**src/rtl/onehot16_encoder.sv**
```systemverilog
// onehot16_encoder
//   Encodes a 16-bit one-hot word into a 4-bit binary index. The block is a
//   single registered pipeline stage with a valid/ready handshake on both
//   sides. Any word that is not exactly one-hot is flagged on out_err.
//
// Parameters
//   LSB_PRIORITY  multi-hot input: 0 = highest set bit wins, 1 = lowest wins
//   DROP_ERR      1 = erroneous words are consumed but never presented
//   ERR_CNT_W     width of the saturating error counter
//
// Optional feature (compile-time macro ONEHOT_ERR_CNT_EN)
//   When defined, adds the err_cnt output: a saturating count of accepted
//   erroneous words, dropped ones included. It is cleared only by reset.
//
// Ports
//   sys_clk    in   1          clock, rising edge
//   sys_rst_n  in   1          asynchronous active-low reset
//   in_data    in   16         one-hot word, bit i encodes index i
//   in_valid   in   1          in_data is valid
//   in_ready   out  1          block accepts in_data this cycle
//   out_code   out  4          encoded index
//   out_err    out  1          word was zero or multi-hot
//   out_valid  out  1          out_code/out_err are valid
//   out_ready  in   1          downstream accepts the output
//   err_cnt    out  ERR_CNT_W  saturating error count (ONEHOT_ERR_CNT_EN only)
module onehot16_encoder #(
  parameter int LSB_PRIORITY = 0,
  parameter int DROP_ERR     = 0,
  parameter int ERR_CNT_W    = 8
) (
  input  logic                 sys_clk,
  input  logic                 sys_rst_n,
  input  logic [15:0]          in_data,
  input  logic                 in_valid,
  output logic                 in_ready,
  output logic [3:0]           out_code,
  output logic                 out_err,
  output logic                 out_valid,
  input  logic                 out_ready
`ifdef ONEHOT_ERR_CNT_EN
  ,
  output logic [ERR_CNT_W-1:0] err_cnt
`endif
);

  typedef enum logic {
    ST_EMPTY = 1'b0,
    ST_FULL  = 1'b1
  } state_e;

  state_e     state_q, state_d;
  logic [3:0] code_q, code_d;
  logic       err_q, err_d;

  logic [4:0] bit_count;
  logic [3:0] word_code;
  logic       word_err;
  logic       accept;
  logic       consume;
  logic       load;

  // Population count and priority index of the incoming word. For the
  // highest-wins variant the ascending scan lets the last set bit overwrite
  // earlier ones; the lowest-wins variant scans downwards for the same effect.
  always_comb begin
    bit_count = 5'd0;
    word_code = 4'd0;
    for (int i = 0; i < 16; i++) begin
      bit_count = bit_count + {4'd0, in_data[i]};
    end
    if (LSB_PRIORITY != 0) begin
      for (int i = 15; i >= 0; i--) begin
        if (in_data[i]) word_code = i[3:0];
      end
    end else begin
      for (int i = 0; i < 16; i++) begin
        if (in_data[i]) word_code = i[3:0];
      end
    end
  end

  // A zero word encodes to 0 as well: the scans above never assign it.
  assign word_err = (bit_count != 5'd1);

  assign out_valid = (state_q == ST_FULL);
  assign in_ready  = !out_valid || out_ready;
  assign accept    = in_valid && in_ready;
  assign consume   = out_valid && out_ready;
  // A dropped word completes its input handshake but never reaches the register.
  assign load      = accept && !((DROP_ERR != 0) && word_err);

  always_comb begin
    state_d = state_q;
    code_d  = code_q;
    err_d   = err_q;
    if (load) begin
      code_d = word_code;
      err_d  = word_err;
    end
    case (state_q)
      ST_EMPTY: if (load) state_d = ST_FULL;
      ST_FULL:  if (consume && !load) state_d = ST_EMPTY;
      default:  state_d = ST_EMPTY;
    endcase
  end

  always_ff @(posedge sys_clk or negedge sys_rst_n) begin
    if (!sys_rst_n) begin
      state_q <= ST_EMPTY;
      code_q  <= 4'd0;
      err_q   <= 1'b0;
    end else begin
      state_q <= state_d;
      code_q  <= code_d;
      err_q   <= err_d;
    end
  end

  assign out_code = code_q;
  assign out_err  = err_q;

`ifdef ONEHOT_ERR_CNT_EN
  logic [ERR_CNT_W-1:0] err_cnt_q, err_cnt_d;

  always_comb begin
    err_cnt_d = err_cnt_q;
    if (accept && word_err && (err_cnt_q != {ERR_CNT_W{1'b1}})) begin
      err_cnt_d = err_cnt_q + 1'b1;
    end
  end

  always_ff @(posedge sys_clk or negedge sys_rst_n) begin
    if (!sys_rst_n) begin
      err_cnt_q <= '0;
    end else begin
      err_cnt_q <= err_cnt_d;
    end
  end

  assign err_cnt = err_cnt_q;
`else
  // Counter absent; the width only matters when the feature is compiled in.
  if (ERR_CNT_W < 1) begin : g_bad_err_cnt_w
  end
`endif

endmodule
```
**config.mk**
```make
export PLATFORM = sky130hd
export DESIGN_NAME = onehot16_encoder
export DESIGN_NICKNAME = d
export VERILOG_FILES = /design/src/rtl/onehot16_encoder.sv
export SDC_FILE = /design/constraint.sdc
export NUM_CORES = 1
export LEC_CHECK = 0
export ABC_AREA = 1
export CAP_MARGIN = 15
export CORE_UTILIZATION = 44
export CTS_CLUSTER_DIAMETER = 40
export DETAILED_ROUTE_END_ITERATION = 10
export PLACE_DENSITY = 0.77
export SLEW_MARGIN = 10
export SYNTH_ARGS = -nofsm -noshare
export SYNTH_HDL_FRONTEND = slang
export SYNTH_SLANG_ARGS = --single-unit
```
**constraint.sdc**
```tcl
create_clock -name sys_clk -period 1.5 [get_ports sys_clk]
set_clock_uncertainty 0.2 [all_clocks]
set_input_delay 0.3 -clock sys_clk [delete_from_list [all_inputs] [get_ports sys_clk]]
set_output_delay 0.3 -clock sys_clk [all_outputs]
set_load 0.01 [all_outputs]
```
# After elaboration in Yosys (flattened, before gate mapping)
# Cells that the tools add are included.
# W data, S select, Z words.
# totals
ramBits	0
romBits	0
memories	0
latch_bits	0
output_inout_bits	7
ff_bits	6
# classes
addsub	15
mux	18
n_shift	0
n_reduce_logical	6
n_mul	0
bitwise	1
order_cmp	0
div_mod_pow	0
n_eq_ne	1
# op_table
cell	n
$add A5 B1 Y5	11
$mux W4	11
$add A4 B1 Y5	1
$ne A5 B1 Y1 const B	1
$add A3 B1 Y4	1
$mux W2	2
$add A2 B1 Y3	1
$logic_and A1 B1 Y1	3
$mux W1	3
$mux W3	1
$add A1 B1 Y2	1
$logic_not A1 Y1	2
$pmux W1 S2	1
$logic_or A1 B1 Y1	1
$not A1 Y1	1

# Logic depth before layout (Yosys ltp)
# Gate-level depths: netlist (run 1).
# depth
word_depth	16
ltp_mapped	15

# Worst setup path after synthesis (run 1)
# No wires, ideal clock.
# synth_path
path_kind	input to register
from	input in_data[7]
to	register err_q, in the netlist out_err
setup_ns	0.130
path_stages	14
arrival_time_ns	3.505
slack_ns	-2.335
cell_sequence	bufinv_8 > fa_1 > inv_1 > fa_1 > fa_1 > inv_1 > fa_1 > inv_1 > ha_1 > fa_1 > nor2_1 > o21ai_0 > nor3b_1 > a31oi_1
# synth_via
elab_chain_cells	10
# synth_lines
element	line_no	rtl
start, declared	33	input logic [15:0] in_data,
$add A5 B1 Y5 (9 in series)	69	bit_count = bit_count + {4'd0, in_data[i]};
$ne A5 B1 Y1	83	assign word_err = (bit_count != 5'd1);
end signal, assigned	115	err_q <= err_d;
end, declared	53	logic err_q, err_d;
# No other way between the ends.
# A chain may end at the register's enable or synchronous reset.

# Worst setup path in the final report (run 1)
# layout_path
from	input in_data[5]
to	register err_q, in the netlist out_err
# layout_via
elab_chain_cells	12
# layout_lines
element	line_no
$add A5 B1 Y5 (11 in series)	69
$ne A5 B1 Y1	83
# No other way between the ends.

==> impl_metrics.tcl, run 1 <==
set metrics [dict create \
    status "complete, but fails checks" \
    violations "DRC, setup timing" \
    grt_overflow 0 \
    clk_latency_ns 0.25 \
    worst-setup-path-type "in2reg" \
    grt.total_usage 0.247 \
    totalWireLength_mm 1.95 \
    holdBufCountCts 0 \
    synth_cells 93 \
    ys_ff_latch 6 \
    clockBufferDepth 2 \
    gp_congestion 0.789 \
    cts_tree "done" \
    clk_pin_slew_ns 0.05 \
    critPathMaxFanout 2 \
    max-cap-violations 0 \
    vias_per_cell 4.90 \
    final_cell_mix "19 x inv_1, 19 x buf_4, 15 x nand2_1" \
    fin_crit_sh 2.48 \
    ff2ff_path_depth 7 \
    grt_pass1_wl_mm 3.27 \
    area_growth_pct 60.9 \
    cp_data_required_time_ns 1.42 \
    drtIter0Drc 18 \
    tightest_slew_ns 0.370 \
    grt_pass1_vias 756 \
    max_slew_margin 0.750 \
    core_um2 1560 \
    cts.sinks 6 \
    row_count 14 \
    crit_path_start_kind "input pin" \
    drc 6 \
    dieArea_um2 1880 \
    layout.nets 178 \
    rrSetupSlack_ns 0.08 \
    final_area_um2 1210 \
    grt_max_degree 7 \
    rsz0062_at_grt "true" \
    ir_drop_v 0.000702 \
    drive_gt1_frac 0.376 \
    hold_violations 0 \
    cp.arrival_ns 3.64 \
    fillers 125 \
    yosysWarnings 0 \
    synth_area_per_cell_um2 8.09 \
    place_hpwl_mm 1.49 \
    r2r_end "out_code[2]" \
    fin_total_pwr_mw 1.12 \
    worst_hold_slack_ns 0.101 \
    synthDistinctLibCells 21 \
    fin_crit_ns 3.72 \
    ys_seq_area_frac 0.200 \
    rr_startpoint "out_valid" \
    syn_nets 128 \
    wl_per_cell_um 12.4 \
    leakage_nw 0.653 \
    cp-end-kind "flop" \
    fmax_ghz 0.269 \
    placement.io_buffers 26 \
    vias 770 \
    htree_num_levels 1 \
    initial_core_util 0.482 \
    setup_ws_ns -2.22 \
    power.density_nw_per_um2 925 \
    hp-class "in2async" \
    fp.dieW_um 43.3 \
    die_h_um 43.3 \
    io_pins 27 \
    placed_cell_area_um2 1150 \
    setup_violations 1 \
    synth_area_um2 752 \
    setup_tns_ns -2.22 \
    utilization 0.776 \
    antenna_found_initial 0 \
    numCtsBuffers 3 \
    drtAntennaViolNets 0 \
    slew_violations 0 \
    clock-root-buffer "clkbuf_4" \
    drtPass1Iterations 7 \
    antennaDiodeCount 0 \
]
-- state kept, by name (all words and copies together) (netlist names) --
signal and count:
out_code 4, out_valid 1, out_err 1
-- synth_stat cells (all sizes together) --
cell type / count / area (um2)
a211o: 1 / 8.76
a31oi: 2 / 12.5
o21ai: 1 / 5.00
nor3b: 1 / 7.51
nor2: 8 / 32.5
nand3: 3 / 15.0
ha: 5 / 62.6
a21oi: 3 / 18.8
inv: 28 / 105
nor4: 1 / 6.26
clkinv: 1 / 3.75
dfrtp: 6 / 150
nor3: 1 / 5.00
bufinv: 2 / 35.0
nand2: 18 / 67.6
o211ai: 1 / 7.51
fa: 10 / 200
o41ai: 1 / 8.76
-- power breakdown --
part / switching [mW] / internal [mW] / leakage, nW
Sequential: 0.00862 / 0.184 / 0.0583
Combinational: 0.391 / 0.385 / 0.581
Clock: 0.0609 / 0.0907 / 0.0138
-- kinds of logic after synthesis --
logic type,count (synthesis),share of synthesized area
AOI/OAI and AO/OA,9,0.0815
DFF,6,0.200
buffers and inverters,31,0.191
and+or+nand+nor,32,0.178
adders and majority gates,15,0.349
-- per-stage QoR --
step	cells	setup slack (ns)
2_1_floorplan	93	-2.34
3_3_place_gp	151	-2.94
3_5_place_dp	151	-3.05
4_1_cts	157	-2.27
5_1_grt	157	-2.28
6_report	157	-2.22
-- worst max-delay path, cell delays in order --
cell and delay [ns]:
buf_6 0.07, inv_2 0.04, fa_1 0.53, inv_1 0.05, fa_1 0.46, fa_1 0.54
inv_2 0.04, fa_1 0.50, inv_2 0.05, ha_4 0.16, fa_1 0.42, nor2_1 0.09
o21ai_1 0.09, nor3b_2 0.20, a31oi_1 0.11
-- layout make-up --
class	instances	area [um2]	area share
Clock buffer	3	22.5	0.0186
Inverter	31	131	0.109
Tap cell	16	20.0	0.0165
Sequential cell	6	150	0.124
Timing Repair Buffer	45	375	0.310
Multi-Input combinational cell	56	510	0.422
-- layer usage --
layer | wire length [um] | up-vias | track usage | share of wire
li1 | - | 377 | - | -
met1 | 718 | 362 | 0.290 | 0.37
met2 | 1080 | 27 | 0.415 | 0.55
met3 | 127 | 4 | 0.0958 | 0.065
met4 | 25 | 0 | 0.0813 | 0.013
met5 | 0 | - | 0 | 0
-- worst max-delay path by stage --
stage,from,cells past startpoint,endpoint
global route,in_data[11],15,out_err
finish,in_data[5],15,out_err
global placement,in_data[7],15,out_err
detailed placement,in_data[7],15,out_err
CTS,in_data[13],15,out_err
floorplan,in_data[7],14,out_err
-- timing repair --
item,in CTS,in global routing
pin swaps,15,8
buffers inserted,3,0
endpoints found under the setup margin,12,5
resized for setup,58,18
Note: power is estimated with default switching activity, not from simulation.
==> run 2: changes to the inputs <==
--- a/config.mk
+++ b/config.mk
@@ -6,10 +6,11 @@
 export NUM_CORES = 1
 export LEC_CHECK = 0
 export ABC_AREA = 1
-export CAP_MARGIN = 15
+export CAP_MARGIN = 25
 export CORE_UTILIZATION = 44
 export CTS_CLUSTER_DIAMETER = 40
 export DETAILED_ROUTE_END_ITERATION = 10
+export GPL_ROUTABILITY_DRIVEN = 0
 export PLACE_DENSITY = 0.77
 export SLEW_MARGIN = 10
 export SYNTH_ARGS = -nofsm -noshare
==> results of run 2 <==
Same layout as run 1: the final DEF is identical, and so are final timing and power.
==> run 3: changes to the inputs <==
--- a/config.mk
+++ b/config.mk
@@ -12,6 +12,7 @@
 export DETAILED_ROUTE_END_ITERATION = 10
 export GPL_ROUTABILITY_DRIVEN = 0
 export PLACE_DENSITY = 0.77
+export REMOVE_ABC_BUFFERS = 1
 export SLEW_MARGIN = 10
 export SYNTH_ARGS = -nofsm -noshare
 export SYNTH_HDL_FRONTEND = slang
==> results of run 3 <==
Same layout as run 1: the final DEF is identical, and so are final timing and power.
